===== config.mk =====
export PLATFORM = sky130hd
export DESIGN_NAME = cordic_vec_adc
export DESIGN_NICKNAME = d
export VERILOG_FILES = /design/src/rtl/cordic_pkg.sv /design/src/rtl/get_pre_rot.sv /design/src/rtl/cordic_vec_adc.sv
export SDC_FILE = /design/constraint.sdc
export NUM_CORES = 1
export LEC_CHECK = 0
export BUFFER_PORTS_ARGS = -buffer_cell sky130_fd_sc_hd__buf_2
export CORE_ASPECT_RATIO = 2
export CORE_MARGIN = 2
export CORE_UTILIZATION = 55
export DETAILED_ROUTE_END_ITERATION = 7
export HOLD_SLACK_MARGIN = 0.08
export PLACE_DENSITY = 0.81
export SYNTH_ARGS = -nofsm -noshare
export SYNTH_HDL_FRONTEND = slang
export SYNTH_SLANG_ARGS = --single-unit

===== constraint.sdc =====
create_clock -name clk -period 6.75 [get_ports clk]
set_clock_uncertainty 0.1 [all_clocks]
set_input_delay 0 -clock clk [delete_from_list [all_inputs] [get_ports clk]]
set_output_delay 0 -clock clk [all_outputs]
set_load 0.02 [all_outputs]

===== src/rtl/cordic_pkg.sv =====
// Shared angle units and CORDIC constants for the vectoring and sin/cos paths.
// 4096 angle units make one full turn.
package cordic_pkg;
    localparam int DATA_W     = 12;
    localparam int XY_W       = 15;
    localparam int Z_W        = 14;
    localparam int ANGLE_90   = 1024;
    localparam int ANGLE_180  = 2048;
    localparam int ANGLE_FULL = 4096;
    localparam int MAG_K_DEF  = 1243;
    localparam logic [DATA_W-1:0] ADC_OFFSET = 12'h800;

    typedef enum logic [1:0] {S_IDLE, S_ROT, S_SCALE} state_e;

    // atan(2^-i) in angle units
    function automatic logic signed [Z_W-1:0] atan_lut(input logic [3:0] i);
        case (i)
            4'd0:    atan_lut = 14'sd512;
            4'd1:    atan_lut = 14'sd302;
            4'd2:    atan_lut = 14'sd160;
            4'd3:    atan_lut = 14'sd81;
            4'd4:    atan_lut = 14'sd41;
            4'd5:    atan_lut = 14'sd20;
            4'd6:    atan_lut = 14'sd10;
            4'd7:    atan_lut = 14'sd5;
            4'd8:    atan_lut = 14'sd3;
            4'd9:    atan_lut = 14'sd1;
            4'd10:   atan_lut = 14'sd1;
            default: atan_lut = 14'sd0;
        endcase
    endfunction
endpackage


===== src/rtl/get_pre_rot.sv =====
// Quadrant fold: maps the left half-plane onto the right by a 180 deg turn so
// the micro-rotations only ever have to cover +/-90 deg.
module get_pre_rot
    import cordic_pkg::*;
(
    input  logic signed [XY_W-1:0] xs,
    input  logic signed [XY_W-1:0] ys,
    output logic signed [XY_W-1:0] x0,
    output logic signed [XY_W-1:0] y0,
    output logic signed [Z_W-1:0]  z0,
    output logic                   is_zero
);
    always_comb begin
        is_zero = (xs == '0) && (ys == '0);
        if (xs[XY_W-1]) begin
            x0 = -xs;
            y0 = -ys;
            z0 = Z_W'(ANGLE_180);
        end else begin
            x0 = xs;
            y0 = ys;
            z0 = '0;
        end
    end
endmodule


===== src/rtl/cordic_vec_adc.sv =====
// Iterative vectoring CORDIC: offset-binary (x, y) in, phase and
// gain-compensated magnitude out, one result per accepted start.
module cordic_vec_adc
    import cordic_pkg::*;
#(
    parameter int ITER  = 9,
    parameter int MAG_K = MAG_K_DEF
) (
    input  logic              clk,
    input  logic              rst,
    input  logic              start,
    input  logic [DATA_W-1:0] x_in,
    input  logic [DATA_W-1:0] y_in,
    output logic              busy,
    output logic              done,
    output logic [DATA_W-1:0] angle_out,
    output logic [DATA_W-1:0] mag_out,
    output logic              zero_flag
);
    localparam int PROD_W = XY_W + 13;

    state_e                  state_q, state_d;
    logic [3:0]              cnt_q, cnt_d;
    logic signed [XY_W-1:0]  x_q, x_d, y_q, y_d;
    logic signed [Z_W-1:0]   z_q, z_d;
    logic                    zero_q, zero_d;
    logic [DATA_W-1:0]       angle_q, angle_d, mag_q, mag_d;
    logic                    zf_q, zf_d, done_q, done_d;

    logic signed [XY_W-1:0]  xs_c, ys_c, x0, y0, xsh, ysh;
    logic signed [Z_W-1:0]   z0, atan_i;
    logic                    is_zero;
    logic signed [PROD_W-1:0] prod, mag_s;
    logic [DATA_W-1:0]       mag_sat;

    assign xs_c = $signed({3'b000, x_in}) - $signed({3'b000, ADC_OFFSET});
    assign ys_c = $signed({3'b000, y_in}) - $signed({3'b000, ADC_OFFSET});

    get_pre_rot u_pre_rot (
        .xs(xs_c), .ys(ys_c), .x0(x0), .y0(y0), .z0(z0), .is_zero(is_zero)
    );

    always_ff @(posedge clk or posedge rst) begin
        if (rst) begin
            state_q <= S_IDLE;
            cnt_q   <= '0;
            x_q     <= '0;
            y_q     <= '0;
            z_q     <= '0;
            zero_q  <= 1'b0;
            angle_q <= '0;
            mag_q   <= '0;
            zf_q    <= 1'b0;
            done_q  <= 1'b0;
        end else begin
            state_q <= state_d;
            cnt_q   <= cnt_d;
            x_q     <= x_d;
            y_q     <= y_d;
            z_q     <= z_d;
            zero_q  <= zero_d;
            angle_q <= angle_d;
            mag_q   <= mag_d;
            zf_q    <= zf_d;
            done_q  <= done_d;
        end
    end

    always_comb begin
        state_d = state_q;
        case (state_q)
            S_IDLE:  if (start) state_d = S_ROT;
            S_ROT:   if (cnt_q == 4'(ITER - 1)) state_d = S_SCALE;
            S_SCALE: state_d = S_IDLE;
            default: state_d = S_IDLE;
        endcase
    end

    always_comb begin
        xsh    = x_q >>> cnt_q;
        ysh    = y_q >>> cnt_q;
        atan_i = atan_lut(cnt_q);
        prod   = PROD_W'(x_q) * PROD_W'(MAG_K);
        mag_s  = prod >>> 11;
        // x stays non-negative after the fold; the low clamp is only a guard
        if (mag_s < 0)                mag_sat = '0;
        else if (mag_s > 4095)        mag_sat = 12'hFFF;
        else                          mag_sat = mag_s[DATA_W-1:0];

        x_d     = x_q;
        y_d     = y_q;
        z_d     = z_q;
        cnt_d   = cnt_q;
        zero_d  = zero_q;
        angle_d = angle_q;
        mag_d   = mag_q;
        zf_d    = zf_q;
        done_d  = 1'b0;
        case (state_q)
            S_IDLE: if (start) begin
                x_d    = x0;
                y_d    = y0;
                z_d    = z0;
                zero_d = is_zero;
                cnt_d  = '0;
            end
            S_ROT: begin
                if (!y_q[XY_W-1]) begin
                    x_d = x_q + ysh;
                    y_d = y_q - xsh;
                    z_d = z_q + atan_i;
                end else begin
                    x_d = x_q - ysh;
                    y_d = y_q + xsh;
                    z_d = z_q - atan_i;
                end
                cnt_d = cnt_q + 4'd1;
            end
            S_SCALE: begin
                done_d = 1'b1;
                if (zero_q) begin
                    angle_d = '0;
                    mag_d   = '0;
                    zf_d    = 1'b1;
                end else begin
                    angle_d = z_q[DATA_W-1:0];
                    mag_d   = mag_sat;
                    zf_d    = 1'b0;
                end
            end
            default: ;
        endcase
    end

    always_comb begin
        busy = (state_q != S_IDLE);
    end

    assign done      = done_q;
    assign angle_out = angle_q;
    assign mag_out   = mag_q;
    assign zero_flag = zf_q;
endmodule


## Word-level counts from Yosys, hierarchy flattened

Memory sizes are Yosys's and may differ from the RTL's.
Cells that the tools add are included.

- Output and inout bits: 27
- Bits in read-only memories: 160
- Memories kept: 1
- Logic and storage cells: 64
- Register bits: 77

- Multipliers: 1
- Reductions and logical operators: 9
- Add/sub/neg operators: 11
- Shifts and indexed selects: 2
- Magnitude comparators: 2
- Multiplexer cells: 23
- Equal/unequal tests: 5

Memories:

| name | depth | bits a word | rd ports | clocked after Yosys merged registers in | write ports | RTL line | RTL |
|---|---|---|---|---|---|---|---|
| (no name shown) | 16 | 10 | 1 | 0 | 0 | cordic_pkg.sv:17 | `case (i)` |

Operator list:

| kind | count |
|---|---|
| $mux 15 | 6 |
| $mux 12 | 5 |
| $pmux 15 s2 | 2 |
| $add 15x15->15 | 2 |
| $logic_not 15->1 | 2 |
| $neg 13->15 | 2 |
| $sshr 15x4->15 | 2 |
| $sub 15x15->15 | 2 |
| $mux 14 | 2 |
| $pmux 14 s2 | 1 |
| $mul 15x12->27 const B | 1 |
| $sub 12x12->13 const B | 2 |
| $gt 16x13->1 const B | 1 |
| $lt 16x1->1 const B | 1 |
| $add 14x14->14 | 1 |
| $sub 14x14->14 | 1 |
| $pmux 4 s2 | 1 |
| $reduce_and 2->1 | 3 |
| $add 4x1->4 const B | 1 |
| $eq 4x4->1 const B | 1 |
| $mux 2 | 2 |
| $mux 4 | 1 |
| $ne 2x2->1 const B | 2 |
| $pmux 2 s2 | 1 |
| 6 further kinds | 8 |

## Logic depth before layout (Yosys ltp)

Gate-level depths: netlist (run 1).

- Depth after elaboration: 5
- Mapped depth: 24

## Modules after synthesis

A second synthesis (run 1) with hierarchy kept.

- Cells, all modules: 1291
- Area, all modules: 10861.7 µm²

By module, submodules not included:

| module | area an instance (µm²) | cells each | times used | sequential area each (µm²) |
|---|---|---|---|---|
| cordic_vec_adc | 10139.7 | 1183 | 1 | 1876.8 |
| get_pre_rot | 721.9 | 108 | 1 | 0.0 |

## Worst setup path after synthesis (run 1)

No wires, ideal clock.

- Path kind: register to register
- Start: register x_q[9]
- End: register mag_q[0] (netlist: mag_out[0])
- Arrival: 5508 ps
- Path slack: 1065 ps
- Cell stages (with the launch flop): 20
- Path buffers: 1
- Clock period less this slack: 5685 ps
- Required time: 6573 ps
- Cell sequence: dfrtp_1 -> ha_1 -> fa_1 -> fa_1 -> fa_1 -> inv_1 -> fa_1 -> inv_1 -> ha_1 -> a21o_1 -> a2111oi_0 -> a311o_1 -> o31a_1 -> a211o_1 -> a21bo_2 -> a21oi_1 -> xnor2_1 -> or3_1 -> clkbuf_1 -> o21ai_1

- Word-level cells in the longest chain between the ends: 5
- Elaborated cells between the ends (all ways): 6
- Those cells by class: mul (1); order compare (2); mux (3)

RTL lines:

| element | RTL line | RTL |
|---|---|---|
| start, declared | cordic_vec_adc.sv:24 | `logic signed [XY_W-1:0] x_q, x_d, y_q, y_d;` |
| start signal, assigned | cordic_vec_adc.sv:47 | `x_q <= '0;` |
| start signal, assigned | cordic_vec_adc.sv:58 | `x_q <= x_d;` |
| $mul 15x12->27 * | cordic_vec_adc.sv:83 | `prod = PROD_W'(x_q) * PROD_W'(MAG_K);` |
| $gt 16x13->1 | cordic_vec_adc.sv:87 | `else if (mag_s > 4095) mag_sat = 12'hFFF;` |
| $mux 12 | cordic_vec_adc.sv:87 |  |
| $mux 12 * | cordic_vec_adc.sv:86 | `if (mag_s < 0) mag_sat = '0;` |
| $mux 12 * | cordic_vec_adc.sv:121 | `if (zero_q) begin` |
| end signal, assigned | cordic_vec_adc.sv:63 | `mag_q <= mag_d;` |
| end, declared | cordic_vec_adc.sv:27 | `logic [DATA_W-1:0] angle_q, angle_d, mag_q, mag_d;` |

Mark *: on every way between the ends. The rest lies on a longest branch, timed or not.
A chain may end at the register's enable or synchronous reset.

## Worst setup path in the final report (run 1)

- Start: register x_q[9]
- End: register mag_q[1] (netlist: mag_out[1])

The elaborated chain is that of the path after synthesis.

==> metrics, run 1 <==
status=complete, no violations; TritonCTS clock tree=built; Critical Path Fanout Max=10; WS Path Type=reg2reg; Slew Limit Headroom=0.280; largest cells by area after synthesis=dfrtp_1 18%, ha_1 15%, fa_1 12%, mux4_2 5.9%, inv_1 5.6%; die footprint=0.0200 mm^2; vias in the first global route=9627; WP data arrival=6.20 ns; Root Driver=clkbuf_16; synth warn=0; CTS buffer count=9; # IOs=54; Layout area overhead=9.40%; total track usage=0.292; final WL=28.1 mm; CP startpoint kind=flip-flop; final net count=1466; crit end category=flip-flop; routability cong.=0.944; PortBufs=53; Final Slew Violations=0; Primary FF master, synth=dfrtp_1; grt ovf=0; Worst Hold Class=in2reg; initial antenna violation count=0; layout cells sized above 1=0.103; sequential element share of the synthesized area=0.181; total number of vias=9263; Final period util=0.899; final setup TNS=0 ns; Rows=71; DRC=0; most area-hungry cell type in the Yosys netlist=dfrtp_1; initial core utilization=0.556; Post-synth top cells=155 x inv_1, 125 x ha_1, 90 x a21oi_1, 89 x nand2_1, 82 x nor2_1; share of the synthesized area in the top cell type=0.181; post-CTS sizing=0; Max Root-Sink Buffers=2; Worst-path clk slew=0.07 ns; post-layout min period=6.07 ns; Pre-Repair DR Iteration Count=5; Post-synth EDFFs=0; die span in x=101 um; pre-CTS setup slack=0.697 ns; DP Wirelength=21.5 mm; Die Ht=198 um; FFs w/ async S/R, synth=1.00; syn avg cell area=8.64 um^2; clk sink count=75; vias per cell=6.27; syn nets=1414; remaining antenna violation count=0; synthesized cell area=0.0104 mm^2; Seq cells post-synth=75; Hold Buf Count CTS=26; Fin. Hold Viols=0; clk_lat worst skew=0.35 ns; CORE AREA=0.0187 mm^2; Setup Buffers After CTS=0; DRT iter0 DRCs=504; Slew @ Worst Pin=1.08 ns; f_max=165 MHz; Final setup viols=0; post-synth cell types=71; final setup margin=0.681 ns; most frequent cell after synthesis=inv_1; Syn Inst Count=1201; first-pass GRT wire length=45.5 mm; largest net degree at the start of global routing=76; unrepaired setup endpoints after global routing=false; CTS H-tree lvls=3; max_cap viols=0; WP data required=6.88 ns; WL per Instance=19.0 um
-- worst max-delay path: stages, from the launching register on --
cell and delay (ns):
dfrtp_1 0.49, ha_1 0.42, fa_1 0.58, fa_1 0.45, fa_1 0.54, inv_1 0.05
fa_1 0.53, inv_1 0.04, ha_1 0.34, a21o_1 0.14, a2111oi_0 0.06, a311o_1 0.37
o31a_1 0.35, a211o_1 0.32, a21bo_2 0.23, a211oi_1 0.40, nor2_1 0.26, a21oi_1 0.18
o21ai_1 0.07
-- layer usage --
| metal | track usage | up-vias | part of all wire |
|---|---|---|---|
| li1 | - | 4291 | - |
| met1 | 0.275 | 4405 | 0.32 |
| met2 | 0.536 | 392 | 0.53 |
| met3 | 0.0300 | 175 | 0.040 |
| met4 | 0.257 | 0 | 0.10 |
| met5 | 0 | - | 0 |
-- per-stage QoR --
| stage | std cells | util | hold slack, ns | cell area [um^2] |
|---|---|---|---|---|
| after floorplan | 1201 | - | 0.0402 | 10400 |
| after global placement | 1435 | 0.579 | 0.197 | 10800 |
| after detailed placement | 1435 | 0.579 | 0.206 | 10800 |
| after CTS | 1476 | 0.608 | 0.121 | 11300 |
| after global routing | 1476 | 0.608 | 0.157 | 11300 |
| final | 1477 | 0.608 | 0.121 | 11300 |
-- layout make-up --
type,instances,area [um^2]
diodes,1,2.50
flip-flops and latches,75,1880
repair buffers,91,616
fillers,1599,7310
well taps,219,274
multi-input cells,916,7700
clock inverters,3,23.8
clock buffers,12,256
inverters,160,602
-- cells by family after synthesis --
family | share of synthesized area
compound gates | 0.175
simple gates | 0.129
buf+inv | 0.0776
fa+ha+maj | 0.268
xor+xnor | 0.0743
flops | 0.181
mux | 0.0946
-- cell usage in the layout (no fill, tap or decap), types with 12 or more instances in the layout --
master	synthesis	layout
a21o_1	14	14
a21oi_1	90	90
a31oi_1	13	13
buf_2	4	53
buf_4	1	12
dfrtp_1	75	75
dlygate4sd3_1	0	26
fa_1	61	61
ha_1	125	125
inv_1	155	154
mux2i_1	17	17
mux4_2	27	27
nand2_1	89	89
nand2b_1	18	17
nand3_1	26	26
nor2_1	82	82
nor3_1	25	25
o211ai_1	12	12
o21ai_0	60	60
o21ai_1	25	25
o22ai_1	15	15
xnor2_1	47	47
xor2_1	41	41
-- worst paths after layout --
path / slack [ns] / endpoint / startpoint / cells after the start
setup / recovery: 0.68 / mag_out[1] / x_q[9] / 18
setup reg to reg: 0.68 / mag_out[1] / x_q[9] / 18
hold / removal: 0.12 / state_q[0] / start / 4
min in group asynchronous: 0.41 / angle_out[4] / rst / 4
hold reg to reg: 0.37 / angle_out[1] / angle_out[1] / 2
max in group asynchronous: 5.49 / x_q[0] / rst / 4
-- state kept, by name, summed over array words and instances, names as in the netlist --
signal and cells:
state_q 2, angle_out 12, mag_out 12, zero_q 1, zero_flag 1, done 1
x_q 15, y_q 15, cnt_q 4, z_q 12
Power of run 1 is left out: the tool's default activity adds up to more than one toggle a clock period on the data nets, which glitch-free logic cannot reach.
==> inputs of run 2 (changes only) <==
--- a/config.mk
+++ b/config.mk
@@ -14,4 +14,5 @@
 export PLACE_DENSITY = 0.81
 export SYNTH_ARGS = -nofsm -noshare
 export SYNTH_HDL_FRONTEND = slang
+export SYNTH_HIERARCHICAL = 1
 export SYNTH_SLANG_ARGS = --single-unit
==> metrics, run 2 <==
unrepaired setup endpoints after global routing=false (unchanged); Syn Inst Count=1289 (was 1201); Crit path max-delay family=adder cells (unchanged); vias per cell=5.95 (was 6.27); WL per Instance=18.5 um (was 19.0 um); commonest non-fill, non-tap cell in the layout=inv_1 (unchanged); Critical Path Fanout Max=12 (was 10); Slew @ Worst Pin=1.05 ns (was 1.08 ns); R2R setup slack=0.71 ns (was 0.68 ns); synthesized cell area=0.0108 mm^2 (was 0.0104 mm^2); grt ovf=0 (unchanged); Fin. Hold Viols=0 (unchanged); die footprint=0.0209 mm^2 (was 0.0200 mm^2); Max Root-Sink Buffers=2 (unchanged); final WL=29.6 mm (was 28.1 mm); final setup TNS=0 ns (unchanged); syn avg cell area=8.41 um^2 (was 8.64 um^2); PortBufs=53 (unchanged); Buf+Inv Stages, Crit Path=4 (was 2); largest net degree at the start of global routing=76 (unchanged); Setup Buffers After CTS=0 (unchanged); synth warn=6 (was 0); initial core utilization=0.560 (was 0.556); total number of vias=9528 (was 9263); Rows=72 (was 71); Root Driver=clkbuf_16 (unchanged); commonest cells after routing, fill and taps aside=145 x inv_1, 141 x nand2_1, 125 x ha_1 (was 154 x inv_1, 125 x ha_1, 90 x a21oi_1); initial antenna violation count=0 (unchanged); # IOs=54 (unchanged); Final period util=0.895 (was 0.899); remaining antenna violation count=0 (unchanged); Hold Buf Count CTS=27 (was 26); status=complete, no violations (unchanged); Worst Setup SP=x_q[8] (was x_q[9]); DRC=0 (unchanged); post-CTS sizing=0 (unchanged); Inserted Diodes=0 (was 1); CP cell instances=ha_1, inv_1, fa_1, inv_1, fa_1, fa_1, inv_1, fa_1, inv_1, ha_1, o211ai_1, a22oi_1, o211ai_1, a21bo_2, nand3_1, o211ai_1, o21bai_1, a21oi_1, or4b_2, o21ai_0 (was ha_1, fa_1, fa_1, fa_1, inv_1, fa_1, inv_1, ha_1, a21o_1, a2111oi_0, a311o_1, o31a_1, a211o_1, a21bo_2, a211oi_1, nor2_1, a21oi_1, o21ai_1); vias in the first global route=9970 (was 9627); Worst-path clk slew=0.07 ns (about the same); CP startpoint kind=flip-flop (unchanged); clk_lat worst skew=0.35 ns (about the same); WP data required=6.92 ns (was 6.88 ns); crit end category=flip-flop (unchanged); Slew Limit Headroom=0.298 (was 0.280); f_max=166 MHz (was 165 MHz); DP Wirelength=23.3 mm (was 21.5 mm); die span in x=103 um (was 101 um); reg2reg start=x_q[8] (was x_q[9]); total track usage=0.294 (was 0.292); CORE AREA=0.0194 mm^2 (was 0.0187 mm^2); first-pass GRT wire length=47.5 mm (was 45.5 mm); WS Path Type=reg2reg (unchanged); Final setup viols=0 (unchanged); layout cells sized above 1=0.106 (was 0.103); post-layout min period=6.04 ns (was 6.07 ns); max_cap viols=0 (unchanged); Final Slew Violations=0 (unchanged); final net count=1552 (was 1466); Pre-Repair DR Iteration Count=5 (unchanged); CTS buffer count=9 (unchanged); CP max-delay cell=or4b_2 (was fa_1); Top Registers=x_q: 15 flops, y_q: 15 flops (unchanged); TritonCTS clock tree=built (unchanged); DRT iter0 DRCs=454 (was 504); WP data arrival=6.21 ns (was 6.20 ns); CTS H-tree lvls=3 (unchanged); Layout area overhead=9.40% (about the same); clk sink count=75 (unchanged); Worst Hold Class=in2reg (unchanged); Die Ht=203 um (was 198 um); routability cong.=0.995 (was 0.944); max incr delay on CP=0.77 ns (was 0.58 ns); min-delay src=start (unchanged)
-- run 2: final timing paths --
kind	to	cells after the start
hold / removal	state_q[0]	4
setup reg to reg	mag_out[3]	20
hold reg to reg	mag_out[8]	2
max in group asynchronous	cnt_q[1]	4
min in group asynchronous	done	4
setup / recovery	mag_out[3]	20
-- run 2: through the flow --
stage | setup WS [ns] | utilization | area (um^2) | hold WS, ns | instances
3_3_place_gp | 0.938 | 0.582 | 11300 | 0.188 | 1559
6_report | 0.710 | 0.613 | 11900 | 0.0937 | 1602
4_1_cts | 0.727 | 0.613 | 11900 | 0.0842 | 1602
2_1_floorplan | 1.24 | - | 10900 | 0.102 | 1299
5_1_grt | 0.445 | 0.613 | 11900 | 0.101 | 1602
3_5_place_dp | 0.748 | 0.582 | 11300 | 0.197 | 1559
-- run 2: layout make-up --
| cell class | count | area, um^2 |
|---|---|---|
| clock inverters | 6 | 96.3 |
| flip-flops and latches | 75 | 1880 |
| repair buffers | 98 | 671 |
| multi-input cells | 1005 | 8110 |
| inverters | 149 | 561 |
| clock buffers | 10 | 229 |
| fillers | 1675 | 7500 |
| well taps | 259 | 324 |
-- run 2: metal layers --
metal | share of wire | track usage | vias to the layer above
met3 | 0.034 | 0.0482 | 158
met2 | 0.55 | 0.544 | 311
met4 | 0.090 | 0.235 | 0
met1 | 0.33 | 0.266 | 4570
li1 | - | - | 4489
met5 | 0 | 0 | -
-- run 2: worst min-delay path, stage by stage --
cell	delay, ns
buf_2	0.09
nand2_1	0.04
buf_4	0.24
o21ai_0	0.12
Power of run 2 is left out for the same reason.
